==> src/rtl/multicycle_controller.sv <==
// Main control FSM of the multicycle RV32I core; optional retired-instruction counter under MCTRL_INSTRET_EN.
// Latency: lw 5, sw/R/I/jal 4, beq 3 cycles; outputs decoded from state, pcwrite/irwrite also from zero/mem_ready.
// Backpressure: mem_ready=0 holds FETCH, MEMREAD and MEMWRITE one cycle per low cycle.
module multicycle_controller #(
    parameter int INSTRET_W = 32
) (
    input  logic       clk,
    input  logic       reset,
    input  logic [6:0] op,
    input  logic [2:0] funct3,
    input  logic       funct7b5,
    input  logic       zero,
    input  logic       mem_ready,
    output logic [1:0] immsrc,
    output logic [1:0] alusrca,
    output logic [1:0] alusrcb,
    output logic [1:0] resultsrc,
    output logic       adrsrc,
    output logic [2:0] alucontrol,
    output logic       irwrite,
    output logic       pcwrite,
    output logic       regwrite,
    output logic       memwrite,
    output logic       illegal
`ifdef MCTRL_INSTRET_EN
    ,
    output logic [INSTRET_W-1:0] instret
`endif
);

    localparam logic [6:0] OP_LW  = 7'b0000011;
    localparam logic [6:0] OP_SW  = 7'b0100011;
    localparam logic [6:0] OP_R   = 7'b0110011;
    localparam logic [6:0] OP_I   = 7'b0010011;
    localparam logic [6:0] OP_BEQ = 7'b1100011;
    localparam logic [6:0] OP_JAL = 7'b1101111;

    typedef enum logic [3:0] {
        FETCH, DECODE, MEMADR, MEMREAD, MEMWB, MEMWRITE,
        EXECUTER, EXECUTEI, ALUWB, JAL, BEQ
    } state_t;

    state_t     state, state_next;
    logic       ir_en, pc_en, rw_en, mw_en, ill;
    logic       use_funct;
    logic [2:0] alu_fixed, alu_funct;

    always_ff @(posedge clk) begin
        if (reset) state <= FETCH;
        else       state <= state_next;
    end

    always_comb begin
        state_next = FETCH;
        alusrca    = 2'b00;
        alusrcb    = 2'b00;
        resultsrc  = 2'b00;
        adrsrc     = 1'b0;
        alu_fixed  = 3'b000;
        use_funct  = 1'b0;
        ir_en      = 1'b0;
        pc_en      = 1'b0;
        rw_en      = 1'b0;
        mw_en      = 1'b0;
        ill        = 1'b0;
        case (state)
            FETCH: begin
                alusrcb    = 2'b10;
                resultsrc  = 2'b10;
                ir_en      = mem_ready;
                pc_en      = mem_ready;
                state_next = mem_ready ? DECODE : FETCH;
            end
            DECODE: begin
                alusrca = 2'b01;
                alusrcb = 2'b01;
                case (op)
                    OP_LW, OP_SW: state_next = MEMADR;
                    OP_R:         state_next = EXECUTER;
                    OP_I:         state_next = EXECUTEI;
                    OP_JAL:       state_next = JAL;
                    OP_BEQ:       state_next = BEQ;
                    default: begin
                        ill        = 1'b1;
                        state_next = FETCH;
                    end
                endcase
            end
            MEMADR: begin
                alusrca    = 2'b10;
                alusrcb    = 2'b01;
                state_next = (op == OP_LW) ? MEMREAD : MEMWRITE;
            end
            MEMREAD: begin
                adrsrc     = 1'b1;
                state_next = mem_ready ? MEMWB : MEMREAD;
            end
            MEMWB: begin
                resultsrc = 2'b01;
                rw_en     = 1'b1;
            end
            MEMWRITE: begin
                adrsrc     = 1'b1;
                mw_en      = 1'b1;
                state_next = mem_ready ? FETCH : MEMWRITE;
            end
            EXECUTER: begin
                alusrca    = 2'b10;
                use_funct  = 1'b1;
                state_next = ALUWB;
            end
            EXECUTEI: begin
                alusrca    = 2'b10;
                alusrcb    = 2'b01;
                use_funct  = 1'b1;
                state_next = ALUWB;
            end
            ALUWB: rw_en = 1'b1;
            JAL: begin
                alusrca    = 2'b01;
                alusrcb    = 2'b10;
                pc_en      = 1'b1;
                state_next = ALUWB;
            end
            BEQ: begin
                alusrca   = 2'b10;
                alu_fixed = 3'b001;
                pc_en     = zero;
            end
            default: state_next = FETCH;
        endcase
    end

    // op[5] separates R-type sub from I-type addi, which has no subtract form
    always_comb begin
        case (funct3)
            3'b000:  alu_funct = (op[5] & funct7b5) ? 3'b001 : 3'b000;
            3'b010:  alu_funct = 3'b101;
            3'b110:  alu_funct = 3'b011;
            3'b111:  alu_funct = 3'b010;
            default: alu_funct = 3'b000;
        endcase
    end

    always_comb begin
        case (op)
            OP_SW:   immsrc = 2'b01;
            OP_BEQ:  immsrc = 2'b10;
            OP_JAL:  immsrc = 2'b11;
            default: immsrc = 2'b00;
        endcase
    end

    assign alucontrol = use_funct ? alu_funct : alu_fixed;

    // Reset gates the enables so a mid-instruction reset cannot write anything
    assign irwrite  = ir_en & ~reset;
    assign pcwrite  = pc_en & ~reset;
    assign regwrite = rw_en & ~reset;
    assign memwrite = mw_en & ~reset;
    assign illegal  = ill   & ~reset;

`ifdef MCTRL_INSTRET_EN
    logic retire;
    assign retire = (state == MEMWB) || (state == ALUWB) || (state == BEQ) ||
                    ((state == MEMWRITE) && mem_ready);

    always_ff @(posedge clk) begin
        if (reset)       instret <= '0;
        else if (retire) instret <= instret + INSTRET_W'(1);
    end
`else
    logic unused_instret_w;
    assign unused_instret_w = (INSTRET_W != 0);
`endif

endmodule

==> config.mk <==
export PLATFORM = sky130hd
export DESIGN_NAME = multicycle_controller
export DESIGN_NICKNAME = d
export VERILOG_FILES = /design/src/rtl/multicycle_controller.sv
export SDC_FILE = /design/constraint.sdc
export NUM_CORES = 1
export LEC_CHECK = 0
export CAP_MARGIN = 20
export CORE_ASPECT_RATIO = 0.75
export CORE_MARGIN = 2
export CORE_UTILIZATION = 30
export DETAILED_ROUTE_END_ITERATION = 12
export HOLD_SLACK_MARGIN = 0.15
export SYNTH_ARGS = -nofsm -noshare
export SYNTH_HDL_FRONTEND = slang
export SYNTH_SLANG_ARGS = --single-unit
==> constraint.sdc <==
create_clock -name clk -period 1.78 [get_ports clk]
set_clock_uncertainty 0.1 [all_clocks]
set_input_delay 0.356 -clock clk [delete_from_list [all_inputs] [get_ports clk]]
set_output_delay 0.356 -clock clk [all_outputs]
set_load 0.02 [all_outputs]
==> results of run 1 <==
cell type report:
cell class,instances,area [µm²]
well taps,22,27.5
inverters,2,7.51
repair buffers,67,541
clock buffers,3,22.5
fillers,142,458
flip-flops and latches,4,86.3
multi-input cells,77,631
power groups by stage:
stage / combinational (mW) / clock, mW / sequential, mW
after CTS: 0.170 / 0.116 / 0.0934
after detailed placement: 0.161 / 0 / 0.0940
final: 0.190 / 0.113 / 0.0925
after global placement: 0.158 / 0 / 0.0938
after floorplan: 0.0564 / 0 / 0.0944
after global routing: 0.203 / 0.124 / 0.0925
placed cells by master, fill, tap and decap left out, types with 3 or more instances in the layout:
cell	n
nor3_2	3
a21oi_1	7
o21ai_0	3
dlygate4sd2_1	4
nor2b_1	3
buf_4	41
nand2b_4	3
nor2_1	3
buf_2	7
clkbuf_4	3
buf_6	6
clkdlybuf4s50_1	4
nor3_1	3
nand2_1	6
cells by family (layout without fill, tap and decap cells):
family	Yosys count	in the layout	share of synthesized area (%)
buf+inv	8	72	6.25
flops	4	4	13.8
compound gates	27	27	29.7
xor+xnor	2	2	3.02
simple gates	48	48	47.2
stage by stage:
step | std cells | total power [mW]
after floorplan | 89 | 0.151
final | 175 | 0.396
after global placement | 167 | 0.252
after CTS | 174 | 0.380
after detailed placement | 167 | 0.255
after global routing | 175 | 0.419
routing by layer:
layer | up-vias | share of wire, % | wire length, µm | track usage [%]
met4 | 0 | 0 | 0 | 4.50
met2 | 37 | 51 | 1330 | 39.3
li1 | 466 | - | - | -
met3 | 0 | 8.1 | 213 | 7.50
met5 | - | 0 | 0 | 0
met1 | 431 | 41 | 1080 | 30.3
worst max-delay path: stages (launching register included):
cell and delay [ps]:
dfxtp_2 330, or3b_4 400, a21oi_2 140, a31oi_1 60, nor3_2 100, buf_4 160
worst max path at each step:
stage	to	slack, ps	cells past startpoint
floorplan	illegal	-120	4
global placement	pcwrite	-890	6
detailed placement	pcwrite	-910	6
CTS	pcwrite	-80	5
global route	pcwrite	-170	5
finish	pcwrite	-100	5
what timing repair did:
item                                    CTS  global route
setup buffers                             4             1
endpoints found under the setup margin   20            14
pin swaps                                 5             5
hold buffers                              0             0
resized for setup                       125            31
==> reports/qor.txt, run 1 <==
Count leader, synth: a21oi_1
Dominant cell type by area after synthesis: dfxtp_1
# port buffers: 31
Status: complete, but fails checks
Worst slew pin tran: 444 ps
Internal: 269 µW
Static Leak: 0.575 nW
Number of synthesized flops with an enable pin: 0
Worst R2R End: state[0]$_SDFF_PP0_
VDD IR max: 0.382 mV
WS Path Type: register to output port
Core Util, Final: 74.2%
Area Overhead vs Synth: 127%
Yosys top cell area share: 13.8%
Hold Startpoint: op[4]
Switching part of the total: 32.0%
Comb power frac: 48.0%
Failing checks: negative setup slack
Clk buf depth: 2
Flop2flop setup slack: 60 ps
Drt wl/cell: 15.0 µm
Routability cong.: 0.888
Die ar.: 2310 µm²
Top reg by flops: state
Endpoint class of the critical path: output port
Die W: 54.8 µm
DR vias: 934
Initial DRC Count: 19
Detail Route Antenna Nets: 0
Synth async-reset ratio: 0%
Final Critical Period: 1880 ps
RSZ-0062 raised after global routing: yes
Clock Latency Late Sink: 240 ps
Core area: 1770 µm²
Top cells by area, synth: dfxtp_1 (14%), a21oi_1 (7.8%), nor2b_1 (6.5%)
Die height: 42.1 µm
Synthesized area: 581 µm²
Peak Freq: 531 MHz
Total CTS buffers: 3
Startpoint types: register
Synth top cells by count: a21oi_1 (9), nand2_1 (7), nor3_1 (7), nor2b_1 (6)
Drt first pass iters: 4
Rel. slew slack: 69.6%
Clk root buf: clkbuf_4
WHS Path Cells: 5
Initial antenna violation count: 0
R2r startpoint: state[2]$_SDFF_PP0_
R2R depth: 6
YS warnings: 0
Setup TNS Final: -184 ps
DPL Wire Length: 1880 µm
# rows: 13
Htree depth: 1
Register area share after synthesis: 13.8%
Final Hold Viols: 0
Total GRT Usage: 24.0%
Vias in the first global route: 907
N_diodes: 0
P_sw: 127 µW
Max Cap Violations: 0
WP data arrival: 1430 ps
Hold Path Class: primary input to register
Final-stage net count: 170
Post-Syn Nets: 104
Critical Path RT: 1320 ps
GR Overflow Total: 0
Drt drc: 0
Predominant post-synthesis flop cell: dfxtp_1
Drt total wl: 2630 µm
Library cells used by synthesis: 33
Clock Pin Slew Worst Setup and Hold Paths: 40 ps
CTS tree: built
Setup Viol. Count Final: 4
PD cells: 301 nW/µm²
Largest net degree at the start of global routing: 16
Number of flip-flops in the largest register: 4
Syn_area_per_cell: 6.52 µm²
Largest registers: state x4
Beginning of the critical path: state[0]$_SDFF_PP0_
Post-Synthesis Cells: 89
Design Area, Final: 1320 µm²
Final Hold Slack: 545 ps
Initial Util: 32.7%
Placed cell area: 1150 µm²
Power share of the sequential group: 23.4%
Layout cells sized above 1: 59.5%
PnR worst setup slack: -103 ps
Crit Path Max Fanout: 2
Pre-CTS setup slack: -910 ps
# IOs: 32
Final Cycle Share: 106%
Synth Register Bits: 4
Hold endpoint: state[1]$_SDFF_PP0_
First-pass GRT wire length: 4060 µm
Clock power frac: 28.6%
Clock sinks: 4
Vias per cell: 5.34
Fin. max-slew vios: 0
(Power assumes the default switching activity.)
==> run 2, diff against run 1 <==
==> constraint.sdc (replaced) <==
create_clock -name clk -period 1.78 [get_ports clk]
set_clock_uncertainty 0.1 [all_clocks]
set_input_delay 0.356 -clock clk [delete_from_list [all_inputs] [get_ports clk]]
set_output_delay 0.356 -clock clk [all_outputs]
set_load 0.005 [all_outputs]
==> run 2 against run 1 <==
  * The flow still finishes with violations (negative setup slack)
  * Clock-buffer cell count is the same
  * Largest cell class unchanged
  * Hold slack lost 76 ps
  * Core utilization grew 0.64 points
  * Largest power group unchanged
  * Highest routed layer is now met4
  * Cell area grew 0.86%
  * Maximum frequency grew 0.90%
  * Sequential power shrank 0.8%
  * Via count grew 6.1%
  * Wire length shrank 1.6%
  * Critical path depth is the same
  * Worst setup slack gained 17 ps
  * Power shrank 4.5%
  * Critical path type unchanged
  * Non-clock buffer count grew 7
==> reports/qor.txt, run 2 (synthesis gave the netlist of run 1 again) <==
Status: complete, but fails checks
Failing checks: negative setup slack
Max Cap Violations: 0
Total CTS buffers: 3
Gr busiest metal: met2
Clock sinks: 4
Final Critical Period: 1870 ps
Layout cells sized above 1: 57.5%
Peak Freq: 536 MHz
Clock power frac: 31.7%
Switching part of the total: 30.6%
Largest net degree at the start of global routing: 8
Die ar.: 2310 µm²
Comb power frac: 44.0%
Initial DRC Count: 28
Critical Path RT: 1320 ps
Rel. slew slack: 69.5%
Fillers: 141
Core area: 1770 µm²
Largest registers: state x4
CTS tree: built
Endpoint class of the critical path: output port
Drt drc: 0
RSZ-0062 raised after global routing: yes
Die height: 42.1 µm
Final-stage net count: 177
# port buffers: 31
Clk buf depth: 2
Multi-input logic area: 603 µm²
PD cells: 285 nW/µm²
WS Path Type: register to output port
Htree depth: 1
Die W: 54.8 µm
Top reg by flops: state
DPL Wire Length: 1670 µm
Number of flip-flops in the largest register: 4
Setup Viol. Count Final: 5
Clock Pin Slew Worst Setup and Hold Paths: 40 ps
Initial antenna violation count: 0
Met2 usage in global routing: 41.2%
DR vias: 991
M1 GR Usage: 28.0%
N_diodes: 0
Power share of the sequential group: 24.3%
Area Overhead vs Synth: 128%
Clk root buf: clkbuf_4
Initial Util: 32.7%
Crit Path Max Fanout: 2
WP data arrival: 1410 ps
Vias per cell: 5.45
Startpoint types: register
Tot Pwr: 378 µW
Vias in the first global route: 971
Worst slew pin tran: 446 ps
Hold Path Class: primary input to register
# rows: 13
Drt first pass iters: 4
Drt total wl: 2580 µm
Final Cycle Share: 105%
VDD IR max: 0.292 mV
Register area: 87.6 µm²
Non-filler instance count after layout: 182
Static Leak: 0.613 nW
Most common cell after layout, fill and taps aside: buf_4
First-pass GRT wire length: 4130 µm
PnR worst setup slack: -85.9 ps
Detail Route Antenna Nets: 0
Met3 Usage GRT: 7.86%
Clock Latency Late Sink: 250 ps
GR Overflow Total: 0
P_sw: 115 µW
Drt wl/cell: 14.2 µm
DP Cell Count: 165
Fin. max-slew vios: 0
# IOs: 32
Commonest cells after routing, fill and taps aside: buf_4 (36), buf_2 (11), dlygate4sd2_1 (8), buf_6 (8)
Total GRT Usage: 24.5%
Routability cong.: 0.822
Internal: 262 µW
Final Hold Viols: 0
[run 2: cell types whose count changed in the layout (fill, tap and decap cells not counted), sizes merged]
cell and change:
buf -1, clkbuf +3, clkdlybuf4s15 +2, clkdlybuf4s50 -1, dlygate4sd2 +4
[run 2: per-stage QoR]
step	hold slack [ps]	setup WS, ps	utilization, %	instance area, µm²	TNS (ps)
after floorplan	448	193	-	581	0
final	468	-85.9	74.8	1330	-316
after detailed placement	600	-852	62.5	1110	-7130
after global placement	600	-798	62.5	1110	-6840
after CTS	455	-110	72.6	1290	-298
after global routing	506	-167	74.8	1330	-793
[run 2: cell type report]
cell class                 instances  area share [%]
clock buffer                       3            1.70
timing repair buffer              74            43.6
inverter                           2           0.566
sequential                         4            6.60
multi-input combinational         77            45.5
tap                               22            2.08
[run 2: critical path: stages, from the launching register on]
cell     delay (ps)
dfxtp_2         320
or3b_4          390
a21oi_2         140
a31oi_1          50
nor3_1          130
buf_2           140
[run 2: power groups by stage]
stage	registers, mW	logic [mW]	clock network, mW
floorplan	0.0944	0.0421	0
global placement	0.0938	0.138	0
detailed placement	0.0939	0.140	0
CTS	0.0918	0.155	0.117
global route	0.0918	0.180	0.128
finish	0.0918	0.166	0.120
[run 2: path summary, 6_finish.rpt]
check             slack, ps                 from  depth (start not counted)                  end
setup / recovery        -90  state[0]$_SDFF_PP0_                          5              pcwrite
hold / removal          470                op[4]                          4  state[1]$_SDFF_PP0_
setup reg to reg          0  state[3]$_SDFF_PP0_                          7  state[2]$_SDFF_PP0_
hold reg to reg         590  state[1]$_SDFF_PP0_                          3  state[3]$_SDFF_PP0_
[run 2: per-layer routing]
layer  vias to the layer above  routed length [µm]
li1                        479                   -
met5                         -                   0
met4                         0                  57
met1                       455                1060
met3                         9                 244
met2                        48                1220
[run 2: timing repair]
| item | 4_1_cts | 5_1_grt |
|---|---|---|
| setup buffers | 11 | 3 |
| hold buffers | 0 | 0 |
| pin swaps | 14 | 11 |
| endpoints found under the setup margin | 20 | 15 |
| gates resized for setup | 98 | 23 |
==> run 3, diff against run 2 <==
--- a/config.mk
+++ b/config.mk
@@ -9,8 +9,10 @@
 export CORE_ASPECT_RATIO = 0.75
 export CORE_MARGIN = 2
 export CORE_UTILIZATION = 30
+export CTS_CLUSTER_DIAMETER = 150
 export DETAILED_ROUTE_END_ITERATION = 12
-export HOLD_SLACK_MARGIN = 0.15
+export HOLD_SLACK_MARGIN = 0.02
+export PLACE_DENSITY = 0.76
 export SYNTH_ARGS = -nofsm -noshare
 export SYNTH_HDL_FRONTEND = slang
 export SYNTH_SLANG_ARGS = --single-unit
==> run 3 against run 2 <==
  * The flow still finishes with violations (negative setup slack)
  * Via count rose by 10%
  * Final cell count grew 4.4%
  * Global-route usage is 3.7 points higher
  * Largest power group unchanged
  * Critical path depth up 1
  * Die area stayed put
  * Power is 0.85% higher
  * Worst setup slack lost 80 ps
  * Combinational power is 13% higher
  * Wire length grew 26%
==> reports/qor.txt, run 3 (synthesis gave the netlist of run 1 again) <==
CP max stage cell: dfxtp_2
Commonest cells after routing, fill and taps aside: buf_4 (39), buf_2 (13), buf_6 (13)
Worst slew pin tran: 579 ps
Failing checks: negative setup slack
# port buffers: 31
Placed cell area: 1110 µm²
Rel. slew slack: 60.4%
Drt wl/cell: 17.1 µm
Final Critical Period: 1950 ps
Final Hold Slack: 626 ps
Detail Route Antenna Nets: 0
Met3 Usage GRT: 2.50%
Clk buf depth: 2
Total CTS buffers: 3
VDD IR max: 0.374 mV
Setup TNS Final: -747 ps
Design Area, Final: 1430 µm²
Routability cong.: 0.855
Largest net degree at the start of global routing: 13
Drt drc: 0
Number of flip-flops in the largest register: 4
Gr busiest metal: met2
Hold Path Class: primary input to register
# rows: 13
Initial DRC Count: 27
CP delay by family, top: buffers and inverters
Crit Path Max Fanout: 4
R2R depth: 8
Multi-input logic area: 627 µm²
Clk root buf: clkbuf_4
Final-stage net count: 185
Die W: 54.8 µm
Htree depth: 1
DP Cell Count: 165
Vias per cell: 5.74
Register area: 86.3 µm²
DPL Wire Length: 1750 µm
Clock sinks: 4
Status: complete, but fails checks
Area Overhead vs Synth: 146%
Die ar.: 2310 µm²
Final Cycle Share: 109%
Final Hold Viols: 0
Die height: 42.1 µm
PnR worst setup slack: -166 ps
Total GRT Usage: 28.2%
Fillers: 116
Startpoint types: register
Most common cell after layout, fill and taps aside: buf_4
Top reg by flops: state
Sequence of cells on the critical path: buf_6, buf_6, or2_4, buf_6, nor4b_4, buf_2
N_diodes: 0
Core Util, Final: 80.5%
Peak Freq: 514 MHz
Critical path's largest stage delay: 320 ps
WS Path Type: register to output port
Met2 usage in global routing: 46.4%
WP depth: 6
PD cells: 267 nW/µm²
Initial Util: 32.7%
RSZ-0062 raised after global routing: yes
DR vias: 1,091
GR Overflow Total: 0
Clock Pin Slew Worst Setup and Hold Paths: 30 ps
# IOs: 32
WHS Path Cells: 4
Fin. max-slew vios: 0
Max Cap Violations: 0
Static Leak: 0.667 nW
CTS tree: built
Drt first pass iters: 4
Core area: 1770 µm²
Initial antenna violation count: 0
Buf/Inv on CP: 4
Endpoint class of the critical path: output port
M1 GR Usage: 36.2%
Pre-CTS setup slack: -877 ps
First-pass GRT wire length: 4740 µm
WP data arrival: 1490 ps
Drt total wl: 3250 µm
Cell repeated most along the worst path: buf_6
Tot Pwr: 381 µW
Critical Path RT: 1320 ps
Largest registers: state x4
Clock Latency Late Sink: 220 ps
Setup Viol. Count Final: 9
Non-filler instance count after layout: 190
Vias in the first global route: 1,049
Layout cells sized above 1: 63.1%
run 3: cell types whose count changed in the layout (fill, tap and decap cells not counted), sizes merged:
cell	before	now
clkdlybuf4s15	4	3
clkbuf	7	6
dlygate4sd2	8	7
buf	55	65
dlymetal6s2s	0	1
run 3: final cells by class:
type / count / share of cell area (%)
Timing Repair Buffer: 82 / 46.0
Multi-Input combinational cell: 77 / 43.9
Sequential cell: 4 / 6.05
Tap cell: 22 / 1.93
Clock buffer: 3 / 1.58
Inverter: 2 / 0.526
run 3: worst register-to-register path: stages, from the launching register on:
cell and delay [ps]:
dfxtp_2 320, buf_6 120, buf_6 110, or2_4 240, buf_6 130, buf_4 130, buf_6 110, or3_1 320
o31ai_1 230
run 3: path summary, 6_finish.rpt:
kind                  startpoint             endpoint  slack, ps
min reg2reg  state[0]$_SDFF_PP0_  state[2]$_SDFF_PP0_        700
max          state[3]$_SDFF_PP0_              illegal       -170
min                        op[4]  state[2]$_SDFF_PP0_        630
max reg2reg  state[3]$_SDFF_PP0_  state[0]$_SDFF_PP0_       -110
run 3: what timing repair did:
action	in CTS	in global routing
setup buffers	17	5
hold buffers	0	0
pin swaps	16	14
gates cloned	1	0
endpoints found under the setup margin	18	18
gates resized for setup	108	25
run 3: metal layers:
| layer | wire, µm | part of all wire (%) |
|---|---|---|
| met5 | 0 | 0 |
| met4 | 70 | 2.2 |
| met3 | 316 | 9.7 |
| met2 | 1600 | 49 |
| met1 | 1260 | 39 |
run 3: power breakdown:
part / total (mW) / switching [mW] / internal (mW)
registers: 0.0919 / 0.00124 / 0.0907
clock network: 0.102 / 0.0277 / 0.0748
logic: 0.187 / 0.0826 / 0.104
total: 0.381 / 0.112 / 0.270
